## src/rtl/axi_pkg.sv

```systemverilog
// Shared AXI4 encodings, bus widths and controller state for the line master.
package axi_pkg;

   localparam int ADDR_W = 32;
   localparam int DATA_W = 64;
   localparam int STRB_W = DATA_W / 8;

   localparam logic [1:0] BURST_FIXED = 2'b00;
   localparam logic [1:0] BURST_INCR  = 2'b01;
   localparam logic [1:0] BURST_WRAP  = 2'b10;

   localparam logic [1:0] RESP_OKAY   = 2'b00;
   localparam logic [1:0] RESP_SLVERR = 2'b10;

   typedef enum logic [2:0] {
      ST_IDLE = 3'd0,
      ST_AR   = 3'd1,
      ST_R    = 3'd2,
      ST_WR   = 3'd3,
      ST_B    = 3'd4
   } state_e;

   // Byte mask covering one whole burst of (len+1) beats of 2^size bytes.
   function automatic logic [ADDR_W-1:0] line_mask(input logic [7:0] len, input logic [2:0] size);
      return ((ADDR_W'(len) + ADDR_W'(1)) << size) - ADDR_W'(1);
   endfunction

endpackage

```

## src/rtl/axi_if.sv

```systemverilog
// AXI4 AR/R/AW/W/B channel bundle (no IDs on the response side, single-ID initiator).
interface axi_if;
   import axi_pkg::*;

   logic              arvalid, arready;
   logic [ADDR_W-1:0] araddr;
   logic [7:0]        arlen;
   logic [2:0]        arsize;
   logic [1:0]        arburst;
   logic [3:0]        arid;

   logic              rvalid, rready, rlast;
   logic [DATA_W-1:0] rdata;
   logic [1:0]        rresp;

   logic              awvalid, awready;
   logic [ADDR_W-1:0] awaddr;
   logic [7:0]        awlen;
   logic [2:0]        awsize;
   logic [1:0]        awburst;
   logic [3:0]        awid;

   logic              wvalid, wready, wlast;
   logic [DATA_W-1:0] wdata;
   logic [STRB_W-1:0] wstrb;

   logic              bvalid, bready;
   logic [1:0]        bresp;

   modport master (
      output arvalid, araddr, arlen, arsize, arburst, arid, input arready,
      input  rvalid, rdata, rresp, rlast, output rready,
      output awvalid, awaddr, awlen, awsize, awburst, awid, input awready,
      output wvalid, wdata, wstrb, wlast, input wready,
      input  bvalid, bresp, output bready
   );

   modport slave (
      input  arvalid, araddr, arlen, arsize, arburst, arid, output arready,
      output rvalid, rdata, rresp, rlast, input rready,
      input  awvalid, awaddr, awlen, awsize, awburst, awid, output awready,
      input  wvalid, wdata, wstrb, wlast, output wready,
      output bvalid, bresp, input bready
   );
endinterface

```

## src/rtl/axi_master_wr.sv

```systemverilog
// Single-beat write sequencing: independent AW/W handshakes, then B captured into a held response.
module axi_master_wr
   import axi_pkg::*;
#(
   parameter logic [2:0] SIZE = 3'd3
) (
   input  logic              clk,
   input  logic              rstn,
   input  logic              wr_active,
   input  logic              b_active,
   input  logic [ADDR_W-1:0] addr,
   input  logic [DATA_W-1:0] data,
   input  logic [STRB_W-1:0] strb,
   output logic              awvalid,
   output logic [ADDR_W-1:0] awaddr,
   output logic [7:0]        awlen,
   output logic [2:0]        awsize,
   output logic [1:0]        awburst,
   output logic [3:0]        awid,
   input  logic              awready,
   output logic              wvalid,
   output logic [DATA_W-1:0] wdata,
   output logic [STRB_W-1:0] wstrb,
   output logic              wlast,
   input  logic              wready,
   input  logic              bvalid,
   input  logic [1:0]        bresp,
   output logic              bready,
   output logic              wr_done,
   output logic              rsp_valid,
   output logic              rsp_err,
   input  logic              rsp_ready,
   output logic              rsp_done
);

   logic aw_done_q, aw_done_d;
   logic w_done_q, w_done_d;
   logic hold_q, hold_d;
   logic err_q, err_d;
   logic aw_hs, w_hs, b_hs;

   assign awvalid = wr_active & ~aw_done_q;
   assign wvalid  = wr_active & ~w_done_q;
   assign awaddr  = addr;
   assign awlen   = 8'd0;
   assign awsize  = SIZE;
   assign awburst = BURST_INCR;
   assign awid    = 4'd0;
   assign wdata   = data;
   assign wstrb   = strb;
   assign wlast   = 1'b1;

   // bready drops while a captured response waits for the consumer.
   assign bready    = b_active & ~hold_q;
   assign rsp_valid = hold_q;
   assign rsp_err   = err_q;

   always_comb begin
      aw_hs    = awvalid & awready;
      w_hs     = wvalid & wready;
      b_hs     = bvalid & bready;
      wr_done  = wr_active & (aw_done_q | aw_hs) & (w_done_q | w_hs);
      rsp_done = hold_q & rsp_ready;
      aw_done_d = wr_done ? 1'b0 : (aw_done_q | aw_hs);
      w_done_d  = wr_done ? 1'b0 : (w_done_q | w_hs);
      hold_d = hold_q;
      err_d  = err_q;
      if (b_hs) begin
         hold_d = 1'b1;
         err_d  = (bresp != RESP_OKAY);
      end else if (rsp_done) begin
         hold_d = 1'b0;
         err_d  = 1'b0;
      end
   end

   always_ff @(posedge clk) begin
      if (!rstn) begin
         aw_done_q <= 1'b0;
         w_done_q  <= 1'b0;
         hold_q    <= 1'b0;
         err_q     <= 1'b0;
      end else begin
         aw_done_q <= aw_done_d;
         w_done_q  <= w_done_d;
         hold_q    <= hold_d;
         err_q     <= err_d;
      end
   end

endmodule

```

## src/rtl/axi_line_master.sv

```systemverilog
// Cache/LSU single-request port to AXI4 initiator: burst reads passed through, single-beat writes.
// Optional macro AXI_WRAP_BURST_EN: critical-word-first WRAP reads instead of line-aligned INCR.
module axi_line_master
   import axi_pkg::*;
#(
   parameter logic [2:0] SIZE = 3'd3
) (
   input  logic              clk,
   input  logic              rstn,
   input  logic              req_valid,
   output logic              req_ready,
   input  logic              req_write,
   input  logic [ADDR_W-1:0] req_addr,
   input  logic [7:0]        req_len,
   input  logic [DATA_W-1:0] req_wdata,
   input  logic [STRB_W-1:0] req_wstrb,
   output logic              rsp_valid,
   input  logic              rsp_ready,
   output logic [DATA_W-1:0] rsp_data,
   output logic              rsp_last,
   output logic              rsp_err,
   axi_if.master             out
);

   state_e            state_q, state_d;
   logic [7:0]        cnt_q, cnt_d;
   logic [ADDR_W-1:0] addr_q, addr_d;
   logic [7:0]        len_q, len_d;
   logic [DATA_W-1:0] wdata_q, wdata_d;
   logic [STRB_W-1:0] wstrb_q, wstrb_d;

   logic in_r, in_b, r_hs;
   logic wr_done, wr_rsp_valid, wr_rsp_err, wr_rsp_done;

   assign in_r      = (state_q == ST_R);
   assign in_b      = (state_q == ST_B);
   assign r_hs      = out.rvalid & out.rready;
   assign req_ready = (state_q == ST_IDLE);

   assign out.arvalid = (state_q == ST_AR);
   assign out.arlen   = len_q;
   assign out.arsize  = SIZE;
   assign out.arid    = 4'd0;
`ifdef AXI_WRAP_BURST_EN
   assign out.araddr  = addr_q;
   assign out.arburst = (len_q != 8'd0) ? BURST_WRAP : BURST_INCR;
`else
   assign out.araddr  = addr_q & ~line_mask(len_q, SIZE);
   assign out.arburst = BURST_INCR;
`endif

   // Read beats are a same-cycle passthrough; the consumer's ready is the R backpressure.
   assign out.rready = in_r & rsp_ready;
   assign rsp_valid  = in_r ? out.rvalid : (in_b & wr_rsp_valid);
   assign rsp_data   = in_r ? out.rdata : '0;
   assign rsp_last   = in_r ? out.rlast : (in_b & wr_rsp_valid);
   assign rsp_err    = in_r ? ((out.rresp != RESP_OKAY) | (out.rlast != (cnt_q == 8'd0)))
                            : (in_b & wr_rsp_err);

   always_comb begin
      state_d = state_q;
      cnt_d   = cnt_q;
      addr_d  = addr_q;
      len_d   = len_q;
      wdata_d = wdata_q;
      wstrb_d = wstrb_q;
      case (state_q)
         ST_IDLE: if (req_valid) begin
            addr_d  = req_addr;
            len_d   = req_len;
            wdata_d = req_wdata;
            wstrb_d = req_wstrb;
            state_d = req_write ? ST_WR : ST_AR;
         end
         ST_AR: if (out.arready) begin
            cnt_d   = len_q;
            state_d = ST_R;
         end
         ST_R: if (r_hs) begin
            cnt_d = cnt_q - 8'd1;
            if (out.rlast) state_d = ST_IDLE;
         end
         ST_WR: if (wr_done) state_d = ST_B;
         ST_B: if (wr_rsp_done) state_d = ST_IDLE;
         default: state_d = ST_IDLE;
      endcase
   end

   always_ff @(posedge clk) begin
      if (!rstn) begin
         state_q <= ST_IDLE;
         cnt_q   <= 8'd0;
      end else begin
         state_q <= state_d;
         cnt_q   <= cnt_d;
      end
   end

   // Request payload only matters once a transaction is under way, so it carries no reset.
   always_ff @(posedge clk) begin
      addr_q  <= addr_d;
      len_q   <= len_d;
      wdata_q <= wdata_d;
      wstrb_q <= wstrb_d;
   end

   axi_master_wr #(.SIZE(SIZE)) u_wr (
      .clk       (clk),
      .rstn      (rstn),
      .wr_active (state_q == ST_WR),
      .b_active  (in_b),
      .addr      (addr_q),
      .data      (wdata_q),
      .strb      (wstrb_q),
      .awvalid   (out.awvalid),
      .awaddr    (out.awaddr),
      .awlen     (out.awlen),
      .awsize    (out.awsize),
      .awburst   (out.awburst),
      .awid      (out.awid),
      .awready   (out.awready),
      .wvalid    (out.wvalid),
      .wdata     (out.wdata),
      .wstrb     (out.wstrb),
      .wlast     (out.wlast),
      .wready    (out.wready),
      .bvalid    (out.bvalid),
      .bresp     (out.bresp),
      .bready    (out.bready),
      .wr_done   (wr_done),
      .rsp_valid (wr_rsp_valid),
      .rsp_err   (wr_rsp_err),
      .rsp_ready (rsp_ready),
      .rsp_done  (wr_rsp_done)
   );

endmodule

```

## src/flat_wrapper.sv

```systemverilog
// flat-port wrapper written by rule: the top's interface ports become plain ports
module axi_line_master_flat import axi_pkg::*;
#(
   parameter logic [2:0] SIZE = 3'd3
)
  (clk, rstn, req_valid, req_ready, req_write, req_addr, req_len, req_wdata, req_wstrb, rsp_valid, rsp_ready, rsp_data, rsp_last, rsp_err, out_arvalid, out_araddr, out_arlen, out_arsize, out_arburst, out_arid, out_arready, out_rvalid, out_rdata, out_rresp, out_rlast, out_rready, out_awvalid, out_awaddr, out_awlen, out_awsize, out_awburst, out_awid, out_awready, out_wvalid, out_wdata, out_wstrb, out_wlast, out_wready, out_bvalid, out_bresp, out_bready);
  axi_if out_i ();
  input  logic clk;
  input  logic rstn;
  input  logic req_valid;
  output logic req_ready;
  input  logic req_write;
  input  logic [ADDR_W-1:0] req_addr;
  input  logic [7:0] req_len;
  input  logic [DATA_W-1:0] req_wdata;
  input  logic [STRB_W-1:0] req_wstrb;
  output logic rsp_valid;
  input  logic rsp_ready;
  output logic [DATA_W-1:0] rsp_data;
  output logic rsp_last;
  output logic rsp_err;
  output wire logic [$bits(out_i.arvalid)-1:0] out_arvalid;
  output wire logic [$bits(out_i.araddr)-1:0] out_araddr;
  output wire logic [$bits(out_i.arlen)-1:0] out_arlen;
  output wire logic [$bits(out_i.arsize)-1:0] out_arsize;
  output wire logic [$bits(out_i.arburst)-1:0] out_arburst;
  output wire logic [$bits(out_i.arid)-1:0] out_arid;
  input wire logic [$bits(out_i.arready)-1:0] out_arready;
  input wire logic [$bits(out_i.rvalid)-1:0] out_rvalid;
  input wire logic [$bits(out_i.rdata)-1:0] out_rdata;
  input wire logic [$bits(out_i.rresp)-1:0] out_rresp;
  input wire logic [$bits(out_i.rlast)-1:0] out_rlast;
  output wire logic [$bits(out_i.rready)-1:0] out_rready;
  output wire logic [$bits(out_i.awvalid)-1:0] out_awvalid;
  output wire logic [$bits(out_i.awaddr)-1:0] out_awaddr;
  output wire logic [$bits(out_i.awlen)-1:0] out_awlen;
  output wire logic [$bits(out_i.awsize)-1:0] out_awsize;
  output wire logic [$bits(out_i.awburst)-1:0] out_awburst;
  output wire logic [$bits(out_i.awid)-1:0] out_awid;
  input wire logic [$bits(out_i.awready)-1:0] out_awready;
  output wire logic [$bits(out_i.wvalid)-1:0] out_wvalid;
  output wire logic [$bits(out_i.wdata)-1:0] out_wdata;
  output wire logic [$bits(out_i.wstrb)-1:0] out_wstrb;
  output wire logic [$bits(out_i.wlast)-1:0] out_wlast;
  input wire logic [$bits(out_i.wready)-1:0] out_wready;
  input wire logic [$bits(out_i.bvalid)-1:0] out_bvalid;
  input wire logic [$bits(out_i.bresp)-1:0] out_bresp;
  output wire logic [$bits(out_i.bready)-1:0] out_bready;
  assign out_arvalid = out_i.arvalid;
  assign out_araddr = out_i.araddr;
  assign out_arlen = out_i.arlen;
  assign out_arsize = out_i.arsize;
  assign out_arburst = out_i.arburst;
  assign out_arid = out_i.arid;
  assign out_i.arready = out_arready;
  assign out_i.rvalid = out_rvalid;
  assign out_i.rdata = out_rdata;
  assign out_i.rresp = out_rresp;
  assign out_i.rlast = out_rlast;
  assign out_rready = out_i.rready;
  assign out_awvalid = out_i.awvalid;
  assign out_awaddr = out_i.awaddr;
  assign out_awlen = out_i.awlen;
  assign out_awsize = out_i.awsize;
  assign out_awburst = out_i.awburst;
  assign out_awid = out_i.awid;
  assign out_i.awready = out_awready;
  assign out_wvalid = out_i.wvalid;
  assign out_wdata = out_i.wdata;
  assign out_wstrb = out_i.wstrb;
  assign out_wlast = out_i.wlast;
  assign out_i.wready = out_wready;
  assign out_i.bvalid = out_bvalid;
  assign out_i.bresp = out_bresp;
  assign out_bready = out_i.bready;
  axi_line_master #(.SIZE(SIZE)) u_core (.clk(clk), .rstn(rstn), .req_valid(req_valid), .req_ready(req_ready), .req_write(req_write), .req_addr(req_addr), .req_len(req_len), .req_wdata(req_wdata), .req_wstrb(req_wstrb), .rsp_valid(rsp_valid), .rsp_ready(rsp_ready), .rsp_data(rsp_data), .rsp_last(rsp_last), .rsp_err(rsp_err), .out(out_i));
endmodule
```

## config.mk

```make
export PLATFORM = sky130hd
export DESIGN_NAME = axi_line_master_flat
export DESIGN_NICKNAME = d
export VERILOG_FILES = /design/src/rtl/axi_pkg.sv /design/src/rtl/axi_if.sv /design/src/rtl/axi_master_wr.sv /design/src/rtl/axi_line_master.sv /design/src/flat_wrapper.sv
export SDC_FILE = /design/constraint.sdc
export NUM_CORES = 1
export LEC_CHECK = 0
export BUFFER_PORTS_ARGS = -buffer_cell sky130_fd_sc_hd__buf_2
export CAP_MARGIN = 5
export CORE_AREA = 3 3 168 170
export DETAILED_ROUTE_END_ITERATION = 8
export DIE_AREA = 0 0 171 173
export GPL_TIMING_DRIVEN = 0
export PLACE_DENSITY_LB_ADDON = 0.1
export SETUP_SLACK_MARGIN = 0.4
export SYNTH_ARGS = -nofsm -noshare
export SYNTH_HDL_FRONTEND = slang
export SYNTH_SLANG_ARGS = --single-unit
```

## constraint.sdc

```tcl
create_clock -name clk -period 8.4 [get_ports clk]
set_input_delay 1.26 -clock clk [delete_from_list [all_inputs] [get_ports clk]]
set_output_delay 1.26 -clock clk [all_outputs]
set_load 0.01 [all_outputs]
```

# Yosys cells after proc, flatten, opt, wreduce, memory -nomap -nowiden
# Cells that the tools add are included.
# W data, S select, Z words.
dict set report word_totals {
  register_bits 127
  inputBits 191
  out_inout_bits 244
  elab_cells 74
}
dict set report classes {
  n_addsub 3
  n_eq_ne 11
  muxes 18
  n_bitwise 22
  n_reduce_logical 10
}
# operator count
set op_table {}
lappend op_table {{$mux W64} 1}
lappend op_table {{$and A32 B32 Y32} 1}
lappend op_table {{$not A32 Y32} 1}
lappend op_table {{$sub A32 B1 Y32 const B} 1}
lappend op_table {{$mux W3} 6}
lappend op_table {{$mux W8} 2}
lappend op_table {{$pmux W8 S2} 1}
lappend op_table {{$pmux W3 S5} 1}
lappend op_table {{$and A1 B1 Y1} 13}
lappend op_table {{$add A8 B1 Y9 const B} 1}
lappend op_table {{$logic_not A8 Y1} 1}
lappend op_table {{$ne A2 B2 Y1 const B} 4}
lappend op_table {{$reduce_bool A2 Y1} 4}
lappend op_table {{$sub A8 B1 Y8 const B} 1}
lappend op_table {{$eq A3 B2 Y1 const B} 2}
lappend op_table {{$mux W1} 6}
lappend op_table {{$reduce_and A6 Y1} 1}
lappend op_table {{$ne A2 B1 Y1 const B} 2}
lappend op_table {{$not A1 Y1} 4}
lappend op_table {{$eq A3 B1 Y1 const B} 1}
lappend op_table {{$eq A3 B3 Y1 const B} 1}
lappend op_table {{$logic_not A3 Y1} 1}
lappend op_table {{$or A1 B1 Y1} 3}
lappend op_table {{$reduce_and A3 Y1} 1}
lappend op_table {{other kinds (4)} 4}

# Longest topological paths before layout
# Gate-level depths: netlist of the first run.
dict set report logic_depth {
  depth_word 8
  depth_mapped 7
  ltp_nobuf 6
}

# Hierarchy
# A second synthesis of the first run with hierarchy kept.
dict set report hier_totals {
  hier_cells 529
  hier_area_um2 6329.8
}
# mod n_inst cells_per_inst area_per_inst_um2 seq_area_each_um2
set by_module_without_submodules {}
lappend by_module_without_submodules {axi_line_master 1 385 5215.0 3583.4}
lappend by_module_without_submodules {axi_master_wr 1 144 1114.8 80.1}

# Least setup slack after synthesis of the first run
# Ideal clock, no wire load.
dict set report synth_timing {
  kind {in2reg}
  start {in req_valid}
  end {reg u_core.addr_q[0], enable pin}
  setup_ps 483
  arrival_time_ps 3836
  slack_ps 4080
  cell_stages 1
  path_buffers 0
  path_cell_list {and2_1}
}
dict set report synth_between {
  elab_chain_cells 1
}
# item line
set synth_lines {}
lappend synth_lines {{start: declaration} flat_wrapper.sv:10} ;# input logic req_valid;
lappend synth_lines {{$reduce_and A2 Y1 (no source line)} --}
lappend synth_lines {{end signal: assignment} axi_line_master.sv:101} ;# addr_q <= addr_d;
lappend synth_lines {{end: declaration} axi_line_master.sv:27} ;# logic [ADDR_W-1:0] addr_q, addr_d;
# Every way passes these cells.
# A chain may end at the register's enable or synchronous reset.

# Worst setup path after layout of the first run
dict set report layout_timing {
  start {reg u_core.len_q[1] (netlist: u_core.out.arlen[1])}
  end {out out_araddr[18]}
}
dict set report layout_between {
  elab_chain_cells 4
}
# item line
set layout_lines {}
lappend layout_lines {{start: declaration} axi_line_master.sv:28} ;# logic [7:0] len_q, len_d;
lappend layout_lines {{start signal: assignment} axi_line_master.sv:102} ;# len_q <= len_d;
lappend layout_lines {{$add A8 B1 Y9} axi_pkg.sv:25} ;# return ((ADDR_W'(len) + ADDR_W'(1)) << size) - ADDR_W'(1);
lappend layout_lines {{$sub A32 B1 Y32} axi_pkg.sv:25}
lappend layout_lines {{$not A32 Y32} axi_line_master.sv:48} ;# assign out.araddr = addr_q & ~line_mask(len_q, SIZE);
lappend layout_lines {{$and A32 B32 Y32} axi_line_master.sv:48}
lappend layout_lines {{end: declaration} flat_wrapper.sv:23} ;# output wire logic [$bits(out_i.araddr)-1:0] out_araddr;
# Every way passes these cells.

==> results of run 1 <==
power by group:
part | internal, mW | total (mW) | switching (mW)
clock | 0.432 | 0.781 | 0.349
combinational | 0.140 | 0.319 | 0.179
sequential | 0.747 | 0.767 | 0.0202
routing by layer:
layer | GRT usage | part of all wire | up-vias
met4 | 0.0332 | 0.010 | 4
met2 | 0.259 | 0.53 | 273
li1 | - | - | 2422
met3 | 0.0578 | 0.11 | 18
met5 | 0 | 0.0012 | -
met1 | 0.135 | 0.35 | 2252
placed cells by master, fill, tap and decap left out, types with 6 or more instances in the layout:
| cell | synthesis | layout |
|---|---|---|
| a211oi_1 | 6 | 6 |
| buf_2 | 0 | 404 |
| a21oi_1 | 16 | 16 |
| o21ai_0 | 14 | 14 |
| nand2_1 | 15 | 15 |
| edfxtp_1 | 112 | 112 |
| conb_1 | 2 | 30 |
| nor3_1 | 9 | 9 |
| clkbuf_16 | 0 | 17 |
| and2_1 | 80 | 79 |
| dfxtp_1 | 15 | 15 |
| inv_8 | 0 | 6 |
| nor2_1 | 15 | 15 |
| buf_4 | 31 | 31 |
| clkbuf_1 | 12 | 12 |
| a21boi_0 | 12 | 12 |
cell families after synthesis:
kind of cell / after synthesis / synth area share
and+or+nand+nor: 168 / 0.179
DFF: 127 / 0.648
AOI/OAI and AO/OA: 67 / 0.0781
buffers and inverters: 57 / 0.0646
muxes: 7 / 0.0128
xor gates and xnor gates: 5 / 0.00774
adders and majority gates: 4 / 0.00885
other: 2 / 0.00133
cell type report:
class | count | area (um2) | share of cell area
Multi-Input combinational cell | 281 | 1730 | 0.196
Clock buffer | 17 | 425 | 0.0480
Sequential cell | 127 | 3660 | 0.414
Inverter | 6 | 22.5 | 0.00254
Clock inverter | 15 | 190 | 0.0215
Buffer | 51 | 343 | 0.0387
Timing Repair Buffer | 405 | 2050 | 0.231
Tap cell | 341 | 427 | 0.0482
path summary, 6_finish.rpt:
| kind | start | end | cells past startpoint |
|---|---|---|---|
| max | u_core.out.arlen[1] | out_araddr[18] | 7 |
| min | u_core.cnt_q[1] | u_core.cnt_q[1] | 2 |
| max reg2reg | u_core.state_q[0] | u_core.wdata_q[24] | 4 |
| min reg2reg | u_core.cnt_q[1] | u_core.cnt_q[1] | 2 |
cell usage after synthesis (3+ instances only):
| cell | count |
|---|---|
| nor2b_1 | 5 |
| buf_4 | 31 |
| nand2b_1 | 3 |
| nand3_1 | 5 |
| ha_1 | 4 |
| a21boi_0 | 12 |
| inv_1 | 5 |
| nand2_1 | 15 |
| nor3_1 | 9 |
| edfxtp_1 | 112 |
| o21a_1 | 5 |
| or3_1 | 4 |
| or3b_2 | 4 |
| clkbuf_1 | 12 |
| nand4_1 | 3 |
| a21oi_1 | 16 |
| nand3b_1 | 4 |
| a211oi_1 | 6 |
| and2_1 | 80 |
| nor2_1 | 15 |
| mux2i_1 | 5 |
| dfxtp_1 | 15 |
| nor3b_1 | 5 |
| buf_6 | 3 |
| and3_1 | 3 |
| xnor2_1 | 5 |
| o21ai_0 | 14 |
through the flow:
step,setup WS (ns),hold WS (ns)
2_1_floorplan,4.08,0.460
3_3_place_gp,2.43,0.493
3_5_place_dp,4.40,0.494
4_1_cts,3.94,0.509
5_1_grt,3.66,0.535
6_report,4.11,0.507
sequential cells by signal, indices dropped and copies added, names as in the netlist:
register               count
u_core.u_wr.rsp_valid      1
u_core.addr_q             32
u_core.u_wr.rsp_err        1
u_core.wstrb_q             8
u_core.cnt_q               8
u_core.wdata_q            64
u_core.state_q             3
u_core.u_wr.w_done_q       1
u_core.out.arlen           8
u_core.u_wr.aw_done_q      1
worst max-delay path, delay by kind of cell (launching register included):
family	cells	cell delay, ns
buf+inv	2	0.37
fa+ha+maj	1	0.26
simple gates	1	0.21
flops	1	0.52
xor+xnor	1	0.15
compound gates	2	1.11
==> metrics.md, run 1 <==
| Metric | Value |
|---|---|
| Power per cell area | 211 nW/um2 |
| Final core utilization | 0.329 |
| Worst-case vdd ir drop | 0.000113 V |
| Initial drt markers | 128 |
| Maxcap violations | 0 |
| Avg Inst Size Synth | 12.9 um2 |
| Global-route wire length before repair | 30100 um |
| Core box area | 26900 um2 |
| Gr usage total | 0.136 |
| Die Y | 173 um |
| Total power | 1.87 mW |
| Kind of critical path | register to primary output |
| Final worst path period share | 0.511 |
| Fmax | 233 MHz |
| Drt wl/cell | 17.1 um |
| PortBufs | 404 |
| Share of the synthesized area in the top cell type | 0.595 |
| Synthesis-stage register bit count | 127 |
| Number of buffers created by CTS | 17 |
| Post-placement cell count | 1211 |
| Slowest stage delay, CP | 0.90 ns |
| Clock sinks | 127 |
| Post-synth EDFFs | 112 |
| Synth area leader | edfxtp_1 |
| Largest net degree at the start of global routing | 66 |
| Chip Width | 171 um |
| Final HPWL DP | 17000 um |
| Worst Setup End Kind | primary output |
| Clock slew at reported path FFs | 0.07 ns |
| Worst Hold Class | register to register |
| DR vias/cell | 4.00 |
| Post-synth ARST share | 0 |
| Slew at the pin with the worst max-slew slack | 1.03 ns |
| CP cell instances | ha_1, clkbuf_2, xnor2_1, nand3b_1, a211oi_1, a21boi_0, buf_2 |
| Placed inst area | 8240 um2 |
| Final Hold Viols | 0 |
| Mapped Area | 5650 um2 |
| Final Instance Area | 8850 um2 |
| Gpl congestion | 0.702 |
| Setup_tns | 0 ns |
| Leakage | 4.09 nW |
| Rel. slew slack | 0.309 |
| Post-Route Skew | 0.0119 ns |
| Ant diodes | 0 |
| Top post-synthesis cells by area | edfxtp_1 59%, and2_1 8.9%, dfxtp_1 5.3%, buf_4 4.1%, a21boi_0 1.6% |
| Final setup violating endpoints | 0 |
| Postcts setup bufs | 0 |
| Post-CTS Resized | 0 |
| Post-Route WL | 21200 um |
| Synth-to-Final Area Change | 56.6% |
| Final Slew Violations | 0 |
| Fillers | 2828 |
| Final net count | 1084 |
| Worst path slowest cell | a211oi_1 |
| Fin crit period | 4.29 ns |
| Non-Filler Instances | 1243 |
| Vias in the first global route | 5029 |
| CTS root buffer | clkbuf_16 |
| RSZ-0062 raised after global routing | false |
| DRC viols | 0 |
| Critical path fanouts, max | 10 |
| Startpoint Class | register |
| Netlist cell types | 54 |
| Ys Warns | 0 |
| Grt total ovfl | 0 |
| Arrival time at the worst endpoint | 3.03 ns |
| Hold_buf cts | 0 |
| Row cnt | 60 |
| Reg2reg setup slack | 6.10 ns |
| H-tree Lvls | 4 |
| Routed via count | 4969 |
| Initial antenna violation count | 2 |
| Seq/Total Area, Yosys | 0.648 |
| DR pass1 iterations | 4 |
| TritonCTS clock tree | yes |
| Status | completed |
| Post-Synthesis Cells | 437 |
| Clk_lat worst skew | 0.41 ns |
| Max Buffers Root-to-Sink | 2 |
| # IOs | 435 |
| Critical path required time | 7.14 ns |
| Share of layout cells above drive strength 1 | 0.540 |
| Die outline area | 29600 um2 |
| Main synth FF type | edfxtp_1 |
| Initial core utilization | 0.210 |
| Final ANT Viol Nets | 0 |
Power figures use the tool's default switching activity.
==> run 2, diff against run 1 <==
==> constraint.sdc (replaced) <==
create_clock -name clk -period 3.85 [get_ports clk]
set_input_delay 0.5775 -clock clk [delete_from_list [all_inputs] [get_ports clk]]
set_output_delay 0.5775 -clock clk [all_outputs]
set_load 0.01 [all_outputs]
==> run 2 against run 1 <==
Register-to-register slack worse by 4.6 ns; critical endpoint is now out_araddr[10]; critical path type unchanged; via count fell by 0.30%; wire length decreased by 2.2%.
==> metrics.md, run 2 (synthesis results as in run 1) <==
| Metric | Value |
|---|---|
| Worst Setup End Kind | primary output |
| CP bufs+invs | 2 |
| PortBufs | 404 |
| Max Buffers Root-to-Sink | 2 |
| Arrival time at the worst endpoint | 2.72 ns |
| Power per cell area | 458 nW/um2 |
| Fin crit period | 3.30 ns |
| RSZ-0062 raised after global routing | false |
| Status | completed |
| Top reg by flops | u_core.wdata_q |
| Final setup violating endpoints | 0 |
| TritonCTS clock tree | yes |
| Clock group share of total power | 0.415 |
| Slew at the pin with the worst max-slew slack | 0.757 ns |
| P_sw | 1.14 mW |
| Number of buffers created by CTS | 17 |
| # IOs | 435 |
| Reg2reg setup slack | 1.50 ns |
| CP cell instances | ha_1, clkbuf_2, or4b_1, mux2_2, a2111o_1, mux2i_1, buf_2 |
| Fmax | 303 MHz |
| Regs by FF count | u_core.wdata_q x64, u_core.addr_q x32 |
| Most frequent cells in the layout | 404 x buf_2, 112 x edfxtp_1, 79 x and2_1 |
| Fillers | 2795 |
| Final Slew Violations | 0 |
| Gr usage total | 0.134 |
| Seq pwr share | 0.412 |
| H-tree Lvls | 4 |
| Share of layout cells above drive strength 1 | 0.541 |
| Post-Route Skew | 0.0125 ns |
| Critical path required time | 3.27 ns |
| Combinational Power Share | 0.173 |
| Maxcap violations | 0 |
| Hold_ws | 0.331 ns |
| Ant diodes | 0 |
| Row cnt | 60 |
| Initial core utilization | 0.210 |
| Final worst path period share | 0.857 |
| Worst path slowest cell | or4b_1 |
| Initial drt markers | 128 |
| Worst Hold Class | input port to register |
| Rel. slew slack | 0.495 |
| Startpoint Class | register |
| Clk_lat worst skew | 0.41 ns |
| Clock sinks | 127 |
| Gpl congestion | 0.733 |
| Sw Share | 0.280 |
| DR pass1 iterations | 4 |
| Final net count | 1086 |
| Worst-case vdd ir drop | 0.000217 V |
| Core box area | 26900 um2 |
| Kind of critical path | register to primary output |
| DR vias/cell | 3.98 |
| Leakage | 4.08 nW |
| Crit-path leading delay family | simple AND/OR/NAND/NOR gates |
| Critical path fanouts, max | 7 |
| Grt total ovfl | 0 |
| Commonest non-fill, non-tap cell in the layout | buf_2 |
| Final Hold Viols | 0 |
| CTS root buffer | clkbuf_16 |
| Post-Route WL | 20800 um |
| Chip Width | 171 um |
| Vias in the first global route | 4930 |
| Die Y | 173 um |
| Final ANT Viol Nets | 0 |
| Clock slew at reported path FFs | 0.07 ns |
| Setup_tns | 0 ns |
| Global-route wire length before repair | 29800 um |
| Drt wl/cell | 16.7 um |
| Die outline area | 29600 um2 |
| Routed via count | 4954 |
| Internal power | 2.92 mW |
| DRC viols | 0 |
| Final HPWL DP | 16500 um |
| Largest net degree at the start of global routing | 65 |
| Initial antenna violation count | 3 |
| Synth-to-Final Area Change | 56.8% |
| Max reg flops | 64 |
| Slowest stage delay, CP | 0.47 ns |
[run 2: changes by cell type in the layout (fill, tap and decap cells not counted)]
cell	before	now
clkinv_8	3	0
buf_4	31	33
inv_6	4	6
nor3b_4	0	1
clkbuf_1	12	13
clkinvlp_4	0	2
inv_8	6	3
a211oi_1	6	5
bufinv_16	1	2
a211oi_2	0	1
nor3b_2	2	1
[run 2: layout make-up]
type	instances	area, um2	area share
inverters	6	22.5	0.00254
clock buffers	18	429	0.0484
clock inverters	14	170	0.0192
plain buffers	51	343	0.0387
flip-flops and latches	127	3660	0.413
multi-input cells	281	1740	0.197
repair buffers	407	2060	0.233
well taps	341	427	0.0481
[run 2: what timing repair did]
item	4_1_cts	5_1_grt
resized for setup	1	1
hold endpoints to repair	0	0
pin swaps	0	1
hold buffers	0	0
endpoints found under the setup margin	11	20
buffers inserted	1	1
[run 2: routing by layer]
metal	wire, um	vias up	track usage	share of wire
li1	-	2429	-	-
met1	7130	2216	0.129	0.34
met2	11100	281	0.257	0.53
met3	2260	22	0.0578	0.11
met4	262	6	0.0369	0.013
met5	38	-	0	0.0018
[run 2: worst paths after layout]
kind / start / end / depth (start not counted)
setup / recovery: u_core.out.arlen[0] / out_araddr[10] / 7
hold / removal: req_wdata[7] / u_core.wdata_q[7] / 1
setup reg to reg: u_core.state_q[0] / u_core.wdata_q[37] / 4
hold reg to reg: u_core.u_wr.rsp_err / u_core.u_wr.rsp_err / 2
[run 2: worst reg2reg max path: cells and delay by family (launching register included)]
| kind | cells | cell delay [ns] |
|---|---|---|
| buffers and inverters | 2 | 0.61 |
| DFF | 1 | 0.36 |
| and+or+nand+nor | 2 | 0.99 |
[run 2: metrics by stage]
stage | worst slack [ns] | utilization | power [mW] | instance area, um2 | instances
floorplan | 1.05 | - | 2.06 | 5760 | 465
global placement | 0.308 | 0.305 | 2.42 | 8210 | 1210
detailed placement | 0.543 | 0.307 | 2.41 | 8240 | 1211
CTS | 0.463 | 0.329 | 4.13 | 8850 | 1244
global route | 0.402 | 0.330 | 4.26 | 8860 | 1245
finish | 0.549 | 0.330 | 4.06 | 8860 | 1245
[run 2: power groups by stage]
stage          Sequential [mW]  Combinational, mW  Clock, mW
2_1_floorplan             1.75              0.305          0
3_3_place_gp              1.71              0.711          0
3_5_place_dp              1.70              0.712          0
4_1_cts                   1.67              0.718       1.74
5_1_grt                   1.68              0.777       1.80
6_report                  1.67              0.702       1.68
==> run 3, diff against run 2 <==
--- a/config.mk
+++ b/config.mk
@@ -7,9 +7,11 @@
 export LEC_CHECK = 0
 export BUFFER_PORTS_ARGS = -buffer_cell sky130_fd_sc_hd__buf_2
 export CAP_MARGIN = 5
-export CORE_AREA = 3 3 168 170
+export CELL_PAD_IN_SITES_DETAIL_PLACEMENT = 0
+export CELL_PAD_IN_SITES_GLOBAL_PLACEMENT = 2
+export CORE_MARGIN = 3
+export CORE_UTILIZATION = 20
 export DETAILED_ROUTE_END_ITERATION = 8
-export DIE_AREA = 0 0 171 173
 export GPL_TIMING_DRIVEN = 0
 export PLACE_DENSITY_LB_ADDON = 0.1
 export SETUP_SLACK_MARGIN = 0.4
==> run 3 against run 2 <==
Clock power decreased by 8%; maximum frequency shrank 1.9%; clock-buffer cell count shrank 1; largest power group is now registers.
==> metrics.md, run 3 (synthesis results as in run 1) <==
| Metric | Value |
|---|---|
| Setup ws final | 0.485 ns |
| Leakage | 4.07 nW |
| Final worst path period share | 0.874 |
| Maxcap violations | 0 |
| Final net count | 1086 |
| RSZ-0062 raised after global routing | false |
| Clk_lat worst skew | 0.41 ns |
| Worst setup path endpoint | out_araddr[10] |
| Final Instance Area | 8880 um2 |
| # IOs | 435 |
| Worst Hold Class | input port to register |
| TritonCTS clock tree | yes |
| PortBufs | 404 |
| Grt total ovfl | 0 |
| Post-Route WL | 21200 um |
| Chip Width | 174 um |
| Non-Filler Instances | 1278 |
| Critical path fanouts, max | 7 |
| CTS root buffer | clkbuf_16 |
| Initial core utilization | 0.206 |
| Die outline area | 30300 um2 |
| DRC viols | 0 |
| Final Hold Viols | 0 |
| Final Slew Violations | 0 |
| Commonest non-fill, non-tap cell in the layout | buf_2 |
| Total power | 3.91 mW |
| Slew at the pin with the worst max-slew slack | 0.615 ns |
| Status | completed |
| DR pass1 iterations | 4 |
| Power per cell area | 441 nW/um2 |
| Rel. slew slack | 0.589 |
| Worst-case vdd ir drop | 0.000324 V |
| Synth-to-Final Area Change | 57.0% |
| Worst Setup End Kind | primary output |
| Fmax | 297 MHz |
| DR vias/cell | 3.92 |
| Worst R2R Start | u_core.state_q[0] |
| Final HPWL DP | 17400 um |
| Fin crit period | 3.36 ns |
| Max Buffers Root-to-Sink | 2 |
| Worst setup startpoint | u_core.out.arlen[0] |
| Most frequent cells in the layout | 404 x buf_2, 112 x edfxtp_1, 79 x and2_1 |
| Arrival time at the worst endpoint | 2.79 ns |
| Setup_tns | 0 ns |
| Number of buffers created by CTS | 17 |
| Hold path depth | 1 |
| Reg2reg setup slack | 1.64 ns |
| Critical path required time | 3.27 ns |
| H-tree Lvls | 4 |
| Fillers | 2800 |
| Gr usage total | 0.134 |
| Row cnt | 60 |
| Share of layout cells above drive strength 1 | 0.541 |
| FF/Latch Area | 3660 um2 |
| Hold_buf cts | 0 |
| Regs by FF count | u_core.wdata_q x64, u_core.addr_q x32 |
| Max reg flops | 64 |
| Pre-CTS WS | 0.546 ns |
| Vias in the first global route | 5131 |
| Largest net degree at the start of global routing | 71 |
| Initial drt markers | 100 |
| Hold_ws | 0.337 ns |
| Reg2Reg Depth | 4 |
| Gpl congestion | 0.836 |
| Kind of critical path | register to primary output |
| Global-route wire length before repair | 30800 um |
| Top reg by flops | u_core.wdata_q |
| Final ANT Viol Nets | 0 |
| Drt wl/cell | 16.6 um |
| Startpoint Class | register |
| Post-placement cell count | 1242 |
| Reg2reg end | u_core.addr_q[9] |
| Post-Route Skew | 0.0120 ns |
| Clock sinks | 127 |
| Clock slew at reported path FFs | 0.07 ns |
| Final core utilization | 0.324 |
| Placed inst area | 8280 um2 |
| Final setup violating endpoints | 0 |
| Initial antenna violation count | 3 |
| Die Y | 174 um |
| Multi-input gate area | 1740 um2 |
| Routed via count | 5004 |
| Core box area | 27400 um2 |
==> run 3: how the worst min path moves through the flow <==
stage / start / endpoint
2_1_floorplan: u_core.u_wr.aw_done_q / u_core.u_wr.aw_done_q
3_3_place_gp: u_core.u_wr.aw_done_q / u_core.u_wr.aw_done_q
3_5_place_dp: u_core.u_wr.aw_done_q / u_core.u_wr.aw_done_q
4_1_cts: req_wstrb[4] / u_core.wstrb_q[4]
5_1_grt: req_wdata[24] / u_core.wdata_q[24]
6_report: req_wdata[41] / u_core.wdata_q[41]
==> run 3: timing repair <==
item / in CTS / in global routing
setup endpoints to repair: 11 / 21
gates resized for setup: 1 / 3
setup buffers: 1 / 1
pin swaps: 0 / 1
==> run 3: per-layer routing <==
| metal | track usage | vias up | part of all wire |
|---|---|---|---|
| met5 | 0 | - | 0.0012 |
| met3 | 0.0695 | 22 | 0.12 |
| met1 | 0.127 | 2255 | 0.33 |
| met4 | 0.0392 | 4 | 0.017 |
| li1 | - | 2432 | - |
| met2 | 0.252 | 291 | 0.53 |
==> run 3: critical path, cell delays in order, from the launching register on <==
cell,delay [ns]
edfxtp_1,0.43
ha_1,0.22
buf_2,0.17
or4b_1,0.46
mux2_2,0.27
a2111o_1,0.44
mux2i_1,0.22
buf_4,0.18
==> run 3: where the power goes <==
part           switching (mW)  internal, mW  leakage [nW]
sequential             0.0414          1.63          1.18
combinational           0.395         0.309          2.61
clock                   0.683         0.857         0.274
==> run 3: layout make-up <==
cell class,instances,share of cell area
Multi-Input combinational cell,281,0.196
Sequential cell,127,0.413
Buffer,51,0.0386
Inverter,6,0.00254
Clock buffer,17,0.0479
Antenna cell,2,0.000564
Tap cell,372,0.0524
Timing Repair Buffer,407,0.233
Clock inverter,15,0.0159
